--- src/rtl/decode_pipe.sv ---
// Mini-MIPS registered decode stage: field/control decode with valid/ready
// handshakes, load-use interlock, flush, illegal-opcode flagging and stall counter.
module decode_pipe #(
    parameter int unsigned PC_W      = 32,
    parameter int unsigned CNT_W     = 16,
    parameter bit          HAZARD_EN = 1'b1,
    parameter bit          FP_EN     = 1'b1
) (
    input  logic              clk,
    input  logic              rst,
    input  logic              flush,
    input  logic              in_valid,
    output logic              in_ready,
    input  logic [31:0]       in_instr,
    input  logic [PC_W-1:0]   in_pc,
    input  logic              ex_memread,
    input  logic [4:0]        ex_rt,
    output logic              out_valid,
    input  logic              out_ready,
    output logic [PC_W-1:0]   out_pc,
    output logic [5:0]        out_opcode,
    output logic [4:0]        out_rs,
    output logic [4:0]        out_rt,
    output logic [4:0]        out_rd,
    output logic [4:0]        out_shamt,
    output logic [5:0]        out_funct,
    output logic [15:0]       out_imm,
    output logic [25:0]       out_target,
    output logic [3:0]        out_alu_op,
    output logic [4:0]        out_dest,
    output logic [10:0]       out_ctrl,
    output logic              out_illegal,
    output logic [CNT_W-1:0]  stall_cnt
);

    localparam logic [10:0] C_REGDST   = 11'h400;
    localparam logic [10:0] C_ALUSRC   = 11'h200;
    localparam logic [10:0] C_MEMTOREG = 11'h100;
    localparam logic [10:0] C_REGWRITE = 11'h080;
    localparam logic [10:0] C_MEMREAD  = 11'h040;
    localparam logic [10:0] C_MEMWRITE = 11'h020;
    localparam logic [10:0] C_BRANCH   = 11'h010;
    localparam logic [10:0] C_JUMP     = 11'h008;
    localparam logic [10:0] C_FPOP     = 11'h004;
    localparam logic [10:0] C_FPRW     = 11'h002;
    localparam logic [10:0] C_FPRR     = 11'h001;

    localparam logic [5:0] OP_RTYPE = 6'h00;
    localparam logic [5:0] OP_J     = 6'h02;
    localparam logic [5:0] OP_JAL   = 6'h03;
    localparam logic [5:0] OP_BEQ   = 6'h04;
    localparam logic [5:0] OP_BNE   = 6'h05;
    localparam logic [5:0] OP_ADDI  = 6'h08;
    localparam logic [5:0] OP_ADDIU = 6'h09;
    localparam logic [5:0] OP_ANDI  = 6'h0C;
    localparam logic [5:0] OP_ORI   = 6'h0D;
    localparam logic [5:0] OP_XORI  = 6'h0E;
    localparam logic [5:0] OP_LUI   = 6'h0F;
    localparam logic [5:0] OP_MFC1  = 6'h16;
    localparam logic [5:0] OP_MTC1  = 6'h17;
    localparam logic [5:0] OP_FPAR  = 6'h18;
    localparam logic [5:0] OP_FPCMP = 6'h19;
    localparam logic [5:0] OP_FPMOV = 6'h1A;
    localparam logic [5:0] OP_LW    = 6'h23;
    localparam logic [5:0] OP_SW    = 6'h2B;

    localparam logic [5:0] F_SLL   = 6'h00;
    localparam logic [5:0] F_SRL   = 6'h02;
    localparam logic [5:0] F_SRA   = 6'h03;
    localparam logic [5:0] F_JR    = 6'h08;
    localparam logic [5:0] F_MULT  = 6'h18;
    localparam logic [5:0] F_MULTU = 6'h19;
    localparam logic [5:0] F_MUL   = 6'h1C;
    localparam logic [5:0] F_ADD   = 6'h20;
    localparam logic [5:0] F_ADDU  = 6'h21;
    localparam logic [5:0] F_SUB   = 6'h22;
    localparam logic [5:0] F_SUBU  = 6'h23;
    localparam logic [5:0] F_AND   = 6'h24;
    localparam logic [5:0] F_OR    = 6'h25;
    localparam logic [5:0] F_XOR   = 6'h26;
    localparam logic [5:0] F_NOR   = 6'h27;
    localparam logic [5:0] F_SLT   = 6'h2A;

    logic [5:0]       w_op;
    logic [5:0]       w_funct;
    logic [4:0]       w_rs;
    logic [4:0]       w_rt;
    logic [4:0]       w_rd;
    logic [3:0]       w_alu;
    logic [10:0]      w_ctrl;
    logic [4:0]       w_dest;
    logic             w_legal;
    logic             w_uses_rs;
    logic             w_uses_rt;
    logic             w_hazard;
    logic             w_accept;

    logic             r_valid;
    logic [PC_W-1:0]  r_pc;
    logic [31:0]      r_instr;
    logic [3:0]       r_alu;
    logic [4:0]       r_dest;
    logic [10:0]      r_ctrl;
    logic             r_illegal;
    logic [CNT_W-1:0] r_cnt;

    assign w_op    = in_instr[31:26];
    assign w_rs    = in_instr[25:21];
    assign w_rt    = in_instr[20:16];
    assign w_rd    = in_instr[15:11];
    assign w_funct = in_instr[5:0];

    always_comb begin
        w_alu     = '0;
        w_ctrl    = '0;
        w_legal   = 1'b1;
        w_uses_rs = 1'b0;
        w_uses_rt = 1'b0;
        case (w_op)
            OP_RTYPE: begin
                w_uses_rs = 1'b1;
                w_uses_rt = 1'b1;
                w_ctrl    = C_REGDST | C_REGWRITE;
                case (w_funct)
                    F_ADD:   w_alu = 4'h0;
                    F_SUB:   w_alu = 4'h1;
                    F_ADDU:  w_alu = 4'h2;
                    F_SUBU:  w_alu = 4'h3;
                    F_MULT:  begin w_alu = 4'h4; w_ctrl = '0; end
                    F_MULTU: begin w_alu = 4'h5; w_ctrl = '0; end
                    F_MUL:   w_alu = 4'h6;
                    F_AND:   w_alu = 4'h7;
                    F_OR:    w_alu = 4'h8;
                    F_NOR:   w_alu = 4'h9;
                    F_XOR:   w_alu = 4'hA;
                    F_SLL:   begin w_alu = 4'hB; w_uses_rs = 1'b0; end
                    F_SRL:   begin w_alu = 4'hC; w_uses_rs = 1'b0; end
                    F_SRA:   begin w_alu = 4'hE; w_uses_rs = 1'b0; end
                    F_SLT:   w_alu = 4'hF;
                    F_JR:    begin w_ctrl = C_JUMP; w_uses_rt = 1'b0; end
                    default: w_legal = 1'b0;
                endcase
            end
            OP_ADDI, OP_ADDIU, OP_ANDI, OP_ORI, OP_XORI, OP_LUI: begin
                w_ctrl    = C_ALUSRC | C_REGWRITE;
                w_uses_rs = 1'b1;
                case (w_op)
                    OP_ADDIU: w_alu = 4'h2;
                    OP_ANDI:  w_alu = 4'h7;
                    OP_ORI:   w_alu = 4'h8;
                    OP_XORI:  w_alu = 4'hA;
                    default:  w_alu = 4'h0;
                endcase
            end
            OP_LW: begin
                w_ctrl    = C_ALUSRC | C_MEMREAD | C_MEMTOREG | C_REGWRITE;
                w_uses_rs = 1'b1;
            end
            OP_SW: begin
                w_ctrl    = C_ALUSRC | C_MEMWRITE;
                w_uses_rs = 1'b1;
                w_uses_rt = 1'b1;
            end
            OP_BEQ, OP_BNE: begin
                w_alu     = 4'h1;
                w_ctrl    = C_BRANCH;
                w_uses_rs = 1'b1;
                w_uses_rt = 1'b1;
            end
            OP_J:   w_ctrl = C_JUMP;
            OP_JAL: w_ctrl = C_JUMP | C_REGWRITE;
            OP_FPAR, OP_FPMOV, OP_FPCMP, OP_MFC1, OP_MTC1: begin
                if (!FP_EN) begin
                    w_legal = 1'b0;
                end else begin
                    case (w_op)
                        OP_FPCMP: w_ctrl = C_FPOP;
                        OP_MFC1:  w_ctrl = C_FPRR | C_REGWRITE;
                        OP_MTC1:  begin w_ctrl = C_FPRW; w_uses_rt = 1'b1; end
                        default:  w_ctrl = C_FPOP | C_FPRW;
                    endcase
                end
            end
            default: w_legal = 1'b0;
        endcase
        // Illegal instructions still flow, but must not write, read or interlock.
        if (!w_legal) begin
            w_alu     = '0;
            w_ctrl    = '0;
            w_uses_rs = 1'b0;
            w_uses_rt = 1'b0;
        end
    end

    always_comb begin
        w_dest = '0;
        if ((w_ctrl & C_REGWRITE) != '0) begin
            if (w_op == OP_JAL)
                w_dest = 5'd31;
            else if ((w_ctrl & C_REGDST) != '0)
                w_dest = w_rd;
            else
                w_dest = w_rt;
        end
    end

    assign w_hazard = HAZARD_EN && ex_memread && (ex_rt != '0) &&
                      ((w_uses_rs && (w_rs == ex_rt)) || (w_uses_rt && (w_rt == ex_rt)));
    assign in_ready = flush || (!w_hazard && (!r_valid || out_ready));
    assign w_accept = in_valid && in_ready && !flush;

    always_ff @(posedge clk) begin
        if (rst) begin
            r_valid   <= 1'b0;
            r_pc      <= '0;
            r_instr   <= '0;
            r_alu     <= '0;
            r_dest    <= '0;
            r_ctrl    <= '0;
            r_illegal <= 1'b0;
            r_cnt     <= '0;
        end else begin
            if (flush) begin
                r_valid <= 1'b0;
            end else if (w_accept) begin
                r_valid   <= 1'b1;
                r_pc      <= in_pc;
                r_instr   <= in_instr;
                r_alu     <= w_alu;
                r_dest    <= w_dest;
                r_ctrl    <= w_ctrl;
                r_illegal <= !w_legal;
            end else if (out_ready) begin
                r_valid <= 1'b0;
            end
            if (in_valid && w_hazard && !flush && (r_cnt != '1))
                r_cnt <= r_cnt + {{(CNT_W-1){1'b0}}, 1'b1};
        end
    end

    assign out_valid   = r_valid;
    assign out_pc      = r_pc;
    assign out_opcode  = r_instr[31:26];
    assign out_rs      = r_instr[25:21];
    assign out_rt      = r_instr[20:16];
    assign out_rd      = r_instr[15:11];
    assign out_shamt   = r_instr[10:6];
    assign out_funct   = r_instr[5:0];
    assign out_imm     = r_instr[15:0];
    assign out_target  = r_instr[25:0];
    assign out_alu_op  = r_alu;
    assign out_dest    = r_dest;
    assign out_ctrl    = r_ctrl;
    assign out_illegal = r_illegal;
    assign stall_cnt   = r_cnt;

endmodule
--- config.mk ---
export PLATFORM = sky130hd
export DESIGN_NAME = decode_pipe
export DESIGN_NICKNAME = d
export VERILOG_FILES = /design/src/rtl/decode_pipe.sv
export SDC_FILE = /design/constraint.sdc
export NUM_CORES = 1
export LEC_CHECK = 0
export CORE_MARGIN = 2
export CORE_UTILIZATION = 46
export DETAILED_ROUTE_END_ITERATION = 12
export PLACE_DENSITY = 0.95
export RECOVER_POWER = 50
export SKIP_LAST_GASP = 1
export SLEW_MARGIN = 15
export SYNTH_ARGS = -nofsm -noshare
export SYNTH_HDL_FRONTEND = slang
export SYNTH_SLANG_ARGS = --single-unit
--- constraint.sdc ---
create_clock -name clk -period 5.1 [get_ports clk]
set_input_delay 1.02 -clock clk [delete_from_list [all_inputs] [get_ports clk]]
set_output_delay 1.02 -clock clk [all_outputs]
set_load 0.05 [all_outputs]
==> out/metrics.csv <==
stage,metric,value,unit
status,status,"finished, final reports clean",
synthesis,Synth top area share,39.8,%
sta,fin crit period,4.60,ns
worst_setup_path,crit path launch type,primary input,
synthesis,"area leader, netlist",dfxtp_1,
floorplanning,die area,0.0119,sq mm
worst_setup_path,crit path kind,primary input to output port,
place,Final HPWL DP,10200,um
synthesis,YS warnings,0,
synthesis,ranking of synthesized cells by area,"dfxtp_1 (40%), mux2i_1 (14%), nor2_1 (6.9%)",
floorplanning,row count,38,
final_layout,Antenna Cells,0,
final_layout,share of cells above drive strength 1,4.86,%
sta,final setup fails,0,
floorplanning,starting density of the core,47.1,%
route,"antenna viol nets, final",0,
grt,pin count of the biggest net entering global routing,106,
synthesis,"Avg Cell Area, Syn",8.80,sq um
worst_setup_path,R2R setup slack,2.89,ns
flow_run,MaxCap Viol Count,0,
synthesis,asr flop ratio synth,0,%
pwr,Max IR drop VDD,176,uV
final_layout,synth-to-layout area growth,42.8,%
clocking,CTS root buffer,clkbuf_8,
floorplanning,Core Region,0.0108,sq mm
final_layout,Nets,812,
synthesis,"top cells by count, synth","dfxtp_1 (101), nor2_1 (93), mux2i_1 (71), buf_4 (43), a21oi_1 (30)",
clocking,CTS clock-pin slew for the worst setup and hold paths,0.10,ns
grt,GR Util All Layers,22.8,%
place,IO buf count,219,
clocking,CTS H-tree depth,3,
clocking,Num CTS Buffers,9,
synthesis,Synthesized Nets,654,
clocking,later-pin clock latency in the skew report,0.36,ns
floorplanning,die extent in x,109,um
route,Vias,4749,
final_layout,FILL cells,827,
synthesis,post-synthesis cell count,578,
synthesis,Post-synth EDFFs,0,
route,Post-Route WL,13900,um
sta,worst-margin pin slew,1.03,ns
grt,gr ovfl total,0,
sta,max_slew headroom,31.2,%
sta,Final Max Tran Viols,0,
grt,vias in the first global route,4533,
synthesis,ys flop type,dfxtp_1,
route,DR pass1 iterations,4,
route,DRC,0,
route,routed length per instance,15.8,um
clocking,post-CTS sizing,0,
pwr,Pleak,2.94,nW
pwr,Pwr per Cell Area,248,mW/mm^2
route,vias per inst,5.39,
sta,fmax,0.217,GHz
pwr,total power,1.80,mW
clocking,CTS tree,done,
worst_setup_path,Worst Path Arrival,3.58,ns
sta,Setup Skew,0.00969,ns
worst_setup_path,Crit Path Max Fanout,16,
grt,number of antenna violations at the first check in global routing,0,
floorplanning,IO Count,220,
clocking,Max clock buf depth,2,
sta,Final Cycle Share,90.3,%
synthesis,Seq cells post-synth,101,
sta,final setup TNS,0,ns
synthesis,sequential fraction of the synthesis area,39.8,%
floorplanning,Die Y,109,um
synthesis,top-count cell post-synth,dfxtp_1,
sta,RSZ-0062 raised after global routing,no,
clocking,Sink Count,101,
sta,Final Hold Fails,0,
clocking,hold_buf cts,0,
synthesis,synth unique cells,57,
grt,global-route wire length before repair,21600,um
clocking,postcts setup bufs,0,
place,GPL Wtd Cong,0.862,
worst_setup_path,worst endpoint required time,4.08,ns
route,initial DRC count,271,
worst_setup_path,Crit. End Element,output port,
synthesis,Post-Syn Area,0.00508,sq mm
hold_path,HP Class,flip-flop to flip-flop,
-- cells in the final DEF (no fill, tap or decap), types with 4 or more instances in the layout --
cell | netlist | routed
a21oi_1 | 30 | 30
buf_4 | 43 | 10
clkbuf_8 | 0 | 10
clkdlybuf4s50_1 | 0 | 94
dfxtp_1 | 101 | 101
dlygate4sd3_1 | 0 | 123
inv_1 | 4 | 4
mux2i_1 | 71 | 71
nand2_1 | 18 | 18
nand2b_1 | 20 | 20
nand3_1 | 13 | 13
nand3b_1 | 4 | 4
nor2_1 | 93 | 93
nor2b_1 | 7 | 7
nor3_1 | 8 | 8
nor3b_1 | 5 | 5
o21ai_0 | 16 | 16
o31ai_1 | 11 | 11
o41ai_1 | 5 | 5
or3_1 | 6 | 6
or3b_1 | 7 | 7
or4_1 | 11 | 11
xnor2_1 | 7 | 7
xor2_1 | 6 | 6
-- per-stage QoR --
stage	instance area (sq um)	setup WS, ns	std cells	hold slack, ns	utilization [%]
after floorplan	5080	1.45	578	0.691	-
after global placement	7060	0.581	865	0.461	65.4
after detailed placement	7060	0.519	865	0.460	65.4
after CTS	7260	0.509	881	0.482	67.3
after global routing	7260	0.363	881	0.503	67.3
final	7260	0.497	881	0.473	67.3
-- cell type report --
class / instances / area [sq um] / area share (%)
multi-input combinational: 392 / 2580 / 35.5
clock buffer: 10 / 138 / 1.90
tap: 140 / 175 / 2.41
inverter: 4 / 15.0 / 0.207
clock inverter: 6 / 66.3 / 0.913
sequential: 101 / 2020 / 27.9
timing repair buffer: 228 / 2270 / 31.2
-- layer usage --
| layer | track usage [%] | vias up | wire (um) |
|---|---|---|---|
| met4 | 9.98 | 0 | 342 |
| li1 | - | 2303 | - |
| met1 | 26.7 | 2217 | 5660 |
| met5 | 0 | - | 0 |
| met3 | 5.32 | 27 | 1030 |
| met2 | 39.7 | 202 | 6870 |
-- flip-flops by register name, summed over array words and instances (netlist names) --
register	flops
r_instr	32
out_illegal	1
out_valid	1
out_alu_op	4
out_ctrl	10
out_dest	5
stall_cnt	16
out_pc	32
-- final timing paths --
| path | from | end | cells past startpoint |
|---|---|---|---|
| min reg2reg | out_ctrl[2]$_SDFFE_PP0P_ | out_ctrl[2]$_SDFFE_PP0P_ | 2 |
| max | in_instr[29] | in_ready | 8 |
| min | out_ctrl[2]$_SDFFE_PP0P_ | out_ctrl[2]$_SDFFE_PP0P_ | 2 |
| max reg2reg | stall_cnt[6]$_SDFFE_PP0P_ | stall_cnt[13]$_SDFFE_PP0P_ | 8 |
-- cells by family (layout without fill, tap and decap cells) --
| kind of cell | Yosys count | count (layout) | share of synthesized area, % |
|---|---|---|---|
| and+or+nand+nor | 216 | 216 | 22.4 |
| muxes | 72 | 72 | 14.2 |
| AOI/OAI and AO/OA | 90 | 90 | 11.3 |
| adders and majority gates | 1 | 1 | 0.246 |
| xor gates and xnor gates | 13 | 13 | 2.24 |
| DFF | 101 | 101 | 39.8 |
| buffers and inverters | 85 | 248 | 9.77 |
-- critical path, cell delays in order --
cell	delay, ns
clkdlybuf4s50_1	0.66
or4_4	0.64
nor3_4	0.20
a211oi_1	0.13
o22ai_2	0.33
a21oi_1	0.11
or2_2	0.28
buf_4	0.20
-- power breakdown --
part | internal (mW) | leakage [nW] | switching [mW]
Sequential | 0.816 | 0.822 | 0.0170
Combinational | 0.167 | 2.01 | 0.275
Clock | 0.244 | 0.107 | 0.285
Total | 1.23 | 2.94 | 0.577
No activity file was read; power rests on OpenSTA's default activity.
